==> src/rtl/mem_arbiter_pkg.sv <==
// Shared state encodings and constants for the IF/data memory arbiter.
package mem_arbiter_pkg;

    typedef enum logic [1:0] {
        ArbIdle   = 2'd0,
        ArbIfBusy = 2'd1,
        ArbDmBusy = 2'd2
    } arb_state_e;

    // Read data handed back on an aborted access; sliced down to DATA_WIDTH.
    localparam logic [63:0] ArbAbortRdata = 64'h0;

endpackage

==> src/rtl/mem_arbiter_if.sv <==
// Pipeline-side (IF, data) and memory-side signals of the arbiter in one bundle.
interface mem_arbiter_if #(
    parameter int unsigned ADDR_WIDTH = 32,
    parameter int unsigned DATA_WIDTH = 32
);
    logic                  if_req;
    logic [ADDR_WIDTH-1:0] if_addr;
    logic [DATA_WIDTH-1:0] if_rdata;
    logic                  if_ack;
    logic                  if_stall;
    logic                  dm_ren;
    logic                  dm_wen;
    logic [ADDR_WIDTH-1:0] dm_addr;
    logic [DATA_WIDTH-1:0] dm_wdata;
    logic [DATA_WIDTH-1:0] dm_rdata;
    logic                  dm_ack;
    logic                  dm_stall;
    logic                  mem_cs;
    logic                  mem_we;
    logic [ADDR_WIDTH-1:0] mem_addr;
    logic [DATA_WIDTH-1:0] mem_din;
    logic [DATA_WIDTH-1:0] mem_dout;
    logic                  mem_ack;
    logic                  timeout_err;

    // The arbiter masters the memory bus and serves both pipeline ports.
    modport master (
        input  if_req, if_addr, dm_ren, dm_wen, dm_addr, dm_wdata, mem_dout, mem_ack,
        output if_rdata, if_ack, if_stall, dm_rdata, dm_ack, dm_stall,
               mem_cs, mem_we, mem_addr, mem_din, timeout_err
    );

    modport slave (
        output if_req, if_addr, dm_ren, dm_wen, dm_addr, dm_wdata, mem_dout, mem_ack,
        input  if_rdata, if_ack, if_stall, dm_rdata, dm_ack, dm_stall,
               mem_cs, mem_we, mem_addr, mem_din, timeout_err
    );

endinterface

==> src/rtl/mem_arbiter_watchdog.sv <==
// Busy-cycle watchdog for the memory arbiter; only used when MEM_ARB_TIMEOUT_EN is defined.
module mem_arbiter_watchdog #(
    parameter int unsigned TIMEOUT = 255
) (
    input  logic clk,
    input  logic rst,
    input  logic clear_i,
    input  logic busy_i,
    input  logic ack_i,
    output logic expire_o,
    output logic err_o
);

    logic [7:0] cnt_q, cnt_d;
    logic       err_q, err_d;

    // Expire in the busy cycle whose increment would reach TIMEOUT; a real ack wins.
    assign expire_o = busy_i & ~ack_i & (({1'b0, cnt_q} + 9'd1) == 9'(TIMEOUT));
    assign err_o    = err_q;

    always_comb begin
        cnt_d = cnt_q;
        err_d = err_q | expire_o;
        if (clear_i) begin
            cnt_d = 8'd0;
        end else if (busy_i && !ack_i) begin
            cnt_d = cnt_q + 8'd1;
        end
    end

    always_ff @(posedge clk or posedge rst) begin
        if (rst) begin
            cnt_q <= 8'd0;
            err_q <= 1'b0;
        end else begin
            cnt_q <= cnt_d;
            err_q <= err_d;
        end
    end

endmodule

==> src/rtl/mem_arbiter.sv <==
// Arbitrates one single-port memory between instruction fetch and data access.
// Define MEM_ARB_TIMEOUT_EN to abort accesses the memory never acknowledges.
module mem_arbiter
    import mem_arbiter_pkg::*;
#(
    parameter int unsigned ADDR_WIDTH = 32,
    parameter int unsigned DATA_WIDTH = 32,
    parameter int unsigned TIMEOUT    = 255
) (
    input  logic          clk,
    input  logic          rst,
    mem_arbiter_if.master bus
);

    arb_state_e            state_q, state_d;
    logic                  last_dm_q, last_dm_d;
    logic                  mem_cs_q, mem_cs_d;
    logic                  mem_we_q, mem_we_d;
    logic [ADDR_WIDTH-1:0] mem_addr_q, mem_addr_d;
    logic [DATA_WIDTH-1:0] mem_din_q, mem_din_d;
    logic [DATA_WIDTH-1:0] if_rdata_q, if_rdata_d;
    logic [DATA_WIDTH-1:0] dm_rdata_q, dm_rdata_d;
    logic                  if_ack_q, if_ack_d;
    logic                  dm_ack_q, dm_ack_d;
    logic                  dm_req, if_pend, dm_pend, grant_dm, grant_if;
    logic                  wd_expire;
    logic [DATA_WIDTH-1:0] rdata_in;

    assign dm_req  = bus.dm_ren | bus.dm_wen;
    // A port whose ack is showing still holds its request this cycle; don't re-grant it.
    assign if_pend = bus.if_req & ~if_ack_q;
    assign dm_pend = dm_req & ~dm_ack_q;

    assign grant_dm = (state_q == ArbIdle) & dm_pend & (~if_pend | ~last_dm_q);
    assign grant_if = (state_q == ArbIdle) & if_pend & ~grant_dm;

    assign rdata_in = bus.mem_ack ? bus.mem_dout : ArbAbortRdata[DATA_WIDTH-1:0];

    always_comb begin
        state_d    = state_q;
        last_dm_d  = last_dm_q;
        mem_cs_d   = mem_cs_q;
        mem_we_d   = mem_we_q;
        mem_addr_d = mem_addr_q;
        mem_din_d  = mem_din_q;
        if_rdata_d = if_rdata_q;
        dm_rdata_d = dm_rdata_q;
        if_ack_d   = 1'b0;
        dm_ack_d   = 1'b0;
        unique case (state_q)
            ArbIdle: begin
                if (grant_dm || grant_if) begin
                    mem_cs_d   = 1'b1;
                    mem_we_d   = grant_dm & bus.dm_wen;
                    mem_addr_d = grant_dm ? bus.dm_addr : bus.if_addr;
                    mem_din_d  = bus.dm_wdata;
                    state_d    = grant_dm ? ArbDmBusy : ArbIfBusy;
                end
            end
            ArbIfBusy: begin
                if (bus.mem_ack || wd_expire) begin
                    if_rdata_d = rdata_in;
                    if_ack_d   = 1'b1;
                    last_dm_d  = 1'b0;
                    mem_cs_d   = 1'b0;
                    mem_we_d   = 1'b0;
                    state_d    = ArbIdle;
                end
            end
            ArbDmBusy: begin
                if (bus.mem_ack || wd_expire) begin
                    if (!mem_we_q) begin
                        dm_rdata_d = rdata_in;
                    end
                    dm_ack_d  = 1'b1;
                    last_dm_d = 1'b1;
                    mem_cs_d  = 1'b0;
                    mem_we_d  = 1'b0;
                    state_d   = ArbIdle;
                end
            end
            default: state_d = ArbIdle;
        endcase
    end

    always_ff @(posedge clk or posedge rst) begin
        if (rst) begin
            state_q    <= ArbIdle;
            last_dm_q  <= 1'b0;
            mem_cs_q   <= 1'b0;
            mem_we_q   <= 1'b0;
            mem_addr_q <= '0;
            mem_din_q  <= '0;
            if_rdata_q <= '0;
            dm_rdata_q <= '0;
            if_ack_q   <= 1'b0;
            dm_ack_q   <= 1'b0;
        end else begin
            state_q    <= state_d;
            last_dm_q  <= last_dm_d;
            mem_cs_q   <= mem_cs_d;
            mem_we_q   <= mem_we_d;
            mem_addr_q <= mem_addr_d;
            mem_din_q  <= mem_din_d;
            if_rdata_q <= if_rdata_d;
            dm_rdata_q <= dm_rdata_d;
            if_ack_q   <= if_ack_d;
            dm_ack_q   <= dm_ack_d;
        end
    end

`ifdef MEM_ARB_TIMEOUT_EN
    logic wd_err;

    mem_arbiter_watchdog #(
        .TIMEOUT(TIMEOUT)
    ) u_watchdog (
        .clk     (clk),
        .rst     (rst),
        .clear_i (grant_dm | grant_if),
        .busy_i  (state_q != ArbIdle),
        .ack_i   (bus.mem_ack),
        .expire_o(wd_expire),
        .err_o   (wd_err)
    );

    assign bus.timeout_err = wd_err;
`else
    logic [31:0] unused_timeout;

    assign unused_timeout  = TIMEOUT;
    assign wd_expire       = 1'b0;
    assign bus.timeout_err = 1'b0;
`endif

    assign bus.mem_cs   = mem_cs_q;
    assign bus.mem_we   = mem_we_q;
    assign bus.mem_addr = mem_addr_q;
    assign bus.mem_din  = mem_din_q;
    assign bus.if_rdata = if_rdata_q;
    assign bus.dm_rdata = dm_rdata_q;
    assign bus.if_ack   = if_ack_q;
    assign bus.dm_ack   = dm_ack_q;
    assign bus.if_stall = bus.if_req & ~if_ack_q;
    assign bus.dm_stall = dm_req & ~dm_ack_q;

endmodule

==> src/flat_wrapper.sv <==
// flat-port wrapper written by rule: the top's interface ports become plain ports
module mem_arbiter_flat import mem_arbiter_pkg::*;
#(
    parameter int unsigned ADDR_WIDTH = 32,
    parameter int unsigned DATA_WIDTH = 32,
    parameter int unsigned TIMEOUT    = 255
)
  (clk, rst, bus_if_req, bus_if_addr, bus_dm_ren, bus_dm_wen, bus_dm_addr, bus_dm_wdata, bus_mem_dout, bus_mem_ack, bus_if_rdata, bus_if_ack, bus_if_stall, bus_dm_rdata, bus_dm_ack, bus_dm_stall, bus_mem_cs, bus_mem_we, bus_mem_addr, bus_mem_din, bus_timeout_err);
  mem_arbiter_if #(.ADDR_WIDTH(ADDR_WIDTH), .DATA_WIDTH(DATA_WIDTH)) bus_i ();
  input  logic clk;
  input  logic rst;
  input wire logic [$bits(bus_i.if_req)-1:0] bus_if_req;
  input wire logic [$bits(bus_i.if_addr)-1:0] bus_if_addr;
  input wire logic [$bits(bus_i.dm_ren)-1:0] bus_dm_ren;
  input wire logic [$bits(bus_i.dm_wen)-1:0] bus_dm_wen;
  input wire logic [$bits(bus_i.dm_addr)-1:0] bus_dm_addr;
  input wire logic [$bits(bus_i.dm_wdata)-1:0] bus_dm_wdata;
  input wire logic [$bits(bus_i.mem_dout)-1:0] bus_mem_dout;
  input wire logic [$bits(bus_i.mem_ack)-1:0] bus_mem_ack;
  output wire logic [$bits(bus_i.if_rdata)-1:0] bus_if_rdata;
  output wire logic [$bits(bus_i.if_ack)-1:0] bus_if_ack;
  output wire logic [$bits(bus_i.if_stall)-1:0] bus_if_stall;
  output wire logic [$bits(bus_i.dm_rdata)-1:0] bus_dm_rdata;
  output wire logic [$bits(bus_i.dm_ack)-1:0] bus_dm_ack;
  output wire logic [$bits(bus_i.dm_stall)-1:0] bus_dm_stall;
  output wire logic [$bits(bus_i.mem_cs)-1:0] bus_mem_cs;
  output wire logic [$bits(bus_i.mem_we)-1:0] bus_mem_we;
  output wire logic [$bits(bus_i.mem_addr)-1:0] bus_mem_addr;
  output wire logic [$bits(bus_i.mem_din)-1:0] bus_mem_din;
  output wire logic [$bits(bus_i.timeout_err)-1:0] bus_timeout_err;
  assign bus_i.if_req = bus_if_req;
  assign bus_i.if_addr = bus_if_addr;
  assign bus_i.dm_ren = bus_dm_ren;
  assign bus_i.dm_wen = bus_dm_wen;
  assign bus_i.dm_addr = bus_dm_addr;
  assign bus_i.dm_wdata = bus_dm_wdata;
  assign bus_i.mem_dout = bus_mem_dout;
  assign bus_i.mem_ack = bus_mem_ack;
  assign bus_if_rdata = bus_i.if_rdata;
  assign bus_if_ack = bus_i.if_ack;
  assign bus_if_stall = bus_i.if_stall;
  assign bus_dm_rdata = bus_i.dm_rdata;
  assign bus_dm_ack = bus_i.dm_ack;
  assign bus_dm_stall = bus_i.dm_stall;
  assign bus_mem_cs = bus_i.mem_cs;
  assign bus_mem_we = bus_i.mem_we;
  assign bus_mem_addr = bus_i.mem_addr;
  assign bus_mem_din = bus_i.mem_din;
  assign bus_timeout_err = bus_i.timeout_err;
  mem_arbiter #(.ADDR_WIDTH(ADDR_WIDTH), .DATA_WIDTH(DATA_WIDTH), .TIMEOUT(TIMEOUT)) u_core (.clk(clk), .rst(rst), .bus(bus_i));
endmodule
==> config.mk <==
export PLATFORM = sky130hd
export DESIGN_NAME = mem_arbiter_flat
export DESIGN_NICKNAME = d
export VERILOG_FILES = /design/src/rtl/mem_arbiter_pkg.sv /design/src/rtl/mem_arbiter_if.sv /design/src/rtl/mem_arbiter_watchdog.sv /design/src/rtl/mem_arbiter.sv /design/src/flat_wrapper.sv
export SDC_FILE = /design/constraint.sdc
export NUM_CORES = 1
export LEC_CHECK = 0
export CAP_MARGIN = 20
export CORE_ASPECT_RATIO = 0.5
export CORE_UTILIZATION = 42
export CTS_BUF_LIST = sky130_fd_sc_hd__clkbuf_2 sky130_fd_sc_hd__clkbuf_4 sky130_fd_sc_hd__clkbuf_8
export DETAILED_ROUTE_END_ITERATION = 8
export PLACE_DENSITY = 0.82
export RECOVER_POWER = 100
export SLEW_MARGIN = 20
export SYNTH_ARGS = -nofsm -noshare
export SYNTH_HDL_FRONTEND = slang
export SYNTH_HIERARCHICAL = 1
export SYNTH_SLANG_ARGS = --single-unit
==> constraint.sdc <==
create_clock -name clk -period 5.5 [get_ports clk]
set_input_delay 0.55 -clock clk [delete_from_list [all_inputs] [get_ports clk]]
set_output_delay 0.55 -clock clk [all_outputs]
set_load 0.01 [all_outputs]
==> impl_results.md <==
- Setup TNS: 0 ps
- CP Data Required Time: 5800 ps
- Synthesized net count: 516
- RSZ-0062 raised after global routing: false
- Max transition margin: -122%
- Combinational family with the most area after synthesis: multiplexers
- Clock-pin slew reported for the worst setup and hold paths after clock tree synthesis: 70 ps
- Maximum fanout along the worst path: 17
- Max Cap Violations: 4
- Via density per instance: 4.77
- TritonCTS clock tree: yes
- Number of input and output port buffers inserted: 267
- Top cell type's share of synthesized area: 62.0%
- Cell at the slowest stage of the critical path: sky130_fd_sc_hd__o21ai_0
- Chip width: 163 um
- Number of design-rule violations left by the first detailed-router iteration: 189
- Arrival time reported for the critical path endpoint: 3730 ps
- Count of cells along the worst hold path: 2
- Utilization after layout: 70.3%
- Fraction of registers with async set or reset after synthesis: 100%
- Max Freq: 0.292 GHz
- Static leakage power: 3.85 nW
- Multiplexer fraction of the synthesized cell area: 25.7%
- Share of post-route cells with drive strength above 1: 18.8%
- Deepest level of the CTS H-tree: 4
- Synth Cell Area: 5450 sq um
- Wire length of the first global-routing pass: 21,200 um
- DPL Wire Length: 10,600 um
- Path class of the lowest-slack min-delay path: reg -> reg
- Final cell area excluding filler cells: 8590 sq um
- Maximum number of pins on one net before global-route repair: 77
- Initial antenna violation count: 0
- Num ports: 269
- Max Root-Sink Buffers: 2
- Adder and majority gate portion of the synthesized area: 0.689%
- Via count: 3,939
- CTS resizes: 0
- Largest cells by area after synthesis: sky130_fd_sc_hd__dfrtp_1, sky130_fd_sc_hd__mux2_2, sky130_fd_sc_hd__mux2i_1
- Number of buffers inserted during clock tree synthesis: 17
- Floorplan die height: 82.6 um
- Dominant cell by count in the synthesized netlist: sky130_fd_sc_hd__dfrtp_1
- Result of the run: complete, but fails checks
- Average wire per standard cell: 17.3 um
- Vias in the first global route: 4,032
- Count of filler cells inserted in the layout: 876
- Min cycle time layout: 3430 ps
- FF-to-FF path depth: 4
- Fraction of the mapped netlist area in compound gates: 4.57%
- Synth Warn #: 6
- GRT Residual Overflow: 0
- Critical Path Stages: 5
- Antenna Cells: 0
- Most frequent cells after synthesis: sky130_fd_sc_hd__dfrtp_1, sky130_fd_sc_hd__mux2_2, sky130_fd_sc_hd__nand2_1, sky130_fd_sc_hd__mux2i_1, sky130_fd_sc_hd__o21ai_0
- Post-Synthesis Mean Instance Area: 14.4 sq um
- Initial Util: 44.6%
- Pwr/cell area: 559 nW/um^2
- Post-place instance area: 8210 sq um
- Area leader, netlist: sky130_fd_sc_hd__dfrtp_1
- Critical Path, Cell by Cell: dlygate4sd3_1 -> o21ba_1 -> o21ai_0 -> clkbuf_1 -> mux2_2
- Cells after Synth: 379
- Post-CTS Hold Buffers: 0
- Final GP Congestion: 0.762
- Total number of clock tree sinks: 135
- Total GRT Usage: 21.2%
- Sequential area share after synthesis: 62.0%
- CP top delay family: compound AO/OA/AOI/OAI gates
- Type of the worst setup path: in -> reg
- Die Area: 13,500 sq um
- Synthesized flop and latch total: 135
- DRC errors left: 0
- Crit end category: register
- Aggregate routed wire length: 14,200 um
- Number of rows created at floorplan: 28
- Number of enable flip-flop cells after synthesis: 0
- Area share of and/or/nand/nor cells after synthesis: 3.08%
- Final worst clock skew: 13.9 ps
- Standard cell core area: 12,200 sq um
- Detailed Routing Iterations Pass 1: 4
- Top FF cell, synth: sky130_fd_sc_hd__dfrtp_1
- Clock latency at the later pin of the worst-skew pair: 410 ps
- Slew at the pin closest to its max-slew limit: 3310 ps
- Post-route worst hold slack: 474 ps
- Xor and xnor fraction of the mapped netlist area: 0%
- Failing checks: max-capacitance violations, max-slew violations
- Delay of the slowest cell on the worst path: 1200 ps
- Unique cell type count in the Yosys netlist: 27
- NumNets Final: 786
- Number of buffers inserted to repair setup after CTS: 0
- Worst Setup Start Kind: input port
- Buffers and inverters on the worst path: 2
- Count of final max-slew check failures: 157
- Worst vdd ir: 0.000273 V
- ANT nets after route: 0
- Final hold violations: 0
- Share of the clock period used by the worst path after layout: 62.4%
- CTS Root Cell: sky130_fd_sc_hd__clkbuf_8
- Layout-stage area growth over the synthesis result: 57.6%
- Count of endpoints failing setup in the final report: 0
==> report_power, final <==
group / switching, W / internal, W / total, W
Sequential: 0.000228 / 0.00150 / 0.00173
Combinational: 0.000993 / 0.00127 / 0.00227
Clock: 0.000359 / 0.000450 / 0.000809
==> per-layer routing <==
metal / vias up / wire length [um] / track usage, %
li1: 1867 / - / -
met1: 1938 / 5570 / 23.3
met2: 112 / 7740 / 40.8
met3: 22 / 652 / 4.30
met4: 0 / 276 / 8.79
met5: - / 0 / 0
==> worst paths after layout <==
check	slack [ps]	from	to
max	2070	bus_dm_wen	u_core/bus.mem_din[24]
min	470	u_core/bus.mem_addr[6]	u_core/bus.mem_addr[6]
max reg2reg	2450	u_core/bus.if_ack	u_core/bus.mem_din[24]
min reg2reg	470	u_core/bus.mem_addr[6]	u_core/bus.mem_addr[6]
max in group asynchronous	2230	rst	u_core/bus.if_rdata[7]
min in group asynchronous	1410	rst	u_core/bus.dm_rdata[20]
==> state kept, by name, summed over array words and instances (netlist names) <==
name	cells
u_core/bus.dm_rdata	32
u_core/bus.if_rdata	32
u_core/bus.mem_addr	32
u_core/bus.mem_din	32
u_core/state_q	2
u_core/bus.dm_ack	1
u_core/bus.if_ack	1
u_core/bus.mem_cs	1
u_core/bus.mem_we	1
u_core/last_dm_q	1
==> layout by cell type (no fill, tap or decap), drive strengths merged <==
| cell | synthesis | routed |
|---|---|---|
| a21o | 3 | 3 |
| clkinv | 0 | 3 |
| o21ba | 1 | 1 |
| a32o | 1 | 1 |
| bufinv | 0 | 2 |
| clkdlybuf4s50 | 0 | 131 |
| nand3b | 1 | 1 |
| mux2 | 96 | 96 |
| mux2i | 32 | 32 |
| inv | 7 | 6 |
| buf | 19 | 4 |
| nor2 | 1 | 1 |
| dfrtp | 135 | 135 |
| o21ai | 36 | 36 |
| and2 | 1 | 1 |
| clkbuf | 3 | 24 |
| clkinvlp | 0 | 4 |
| ha | 3 | 3 |
| conb | 1 | 1 |
| o32ai | 1 | 1 |
| nand3 | 1 | 1 |
| nand2b | 1 | 1 |
| and2b | 1 | 1 |
| dlygate4sd3 | 0 | 136 |
| nand2 | 35 | 35 |
==> kinds of logic (layout without fill, tap and decap cells) <==
| kind of cell | count (synthesis) | count (layout) |
|---|---|---|
| other cells | 1 | 1 |
| simple gates | 41 | 41 |
| flops | 135 | 135 |
| fa+ha+maj | 3 | 3 |
| compound gates | 42 | 42 |
| buf+inv | 29 | 310 |
| mux | 128 | 128 |
==> tightest hold or removal path, cell delays in order (launching register included) <==
cell,delay (ps)
sky130_fd_sc_hd__dfrtp_1,340
sky130_fd_sc_hd__nand2_1,40
sky130_fd_sc_hd__o21ai_0,60
==> cell type report <==
cell class / count / area [sq um] / share of cell area [%]
inverter: 7 / 27.5 / 0.320
timing repair buffer: 273 / 2740 / 31.9
multi-input combinational: 215 / 1840 / 21.4
clock inverter: 8 / 97.6 / 1.14
sequential: 135 / 3380 / 39.3
clock buffer: 22 / 297 / 3.45
tap: 165 / 206 / 2.40
==> stage by stage <==
stage | cells | total power (W) | setup slack, ps
after floorplan | 379 | 0.00295 | 1340
after global placement | 793 | 0.00414 | 2480
after detailed placement | 794 | 0.00423 | 2460
after CTS | 824 | 0.00505 | 2910
after global routing | 825 | 0.00510 | 1640
final | 825 | 0.00480 | 2070
No activity file was read; power rests on OpenSTA's default activity.
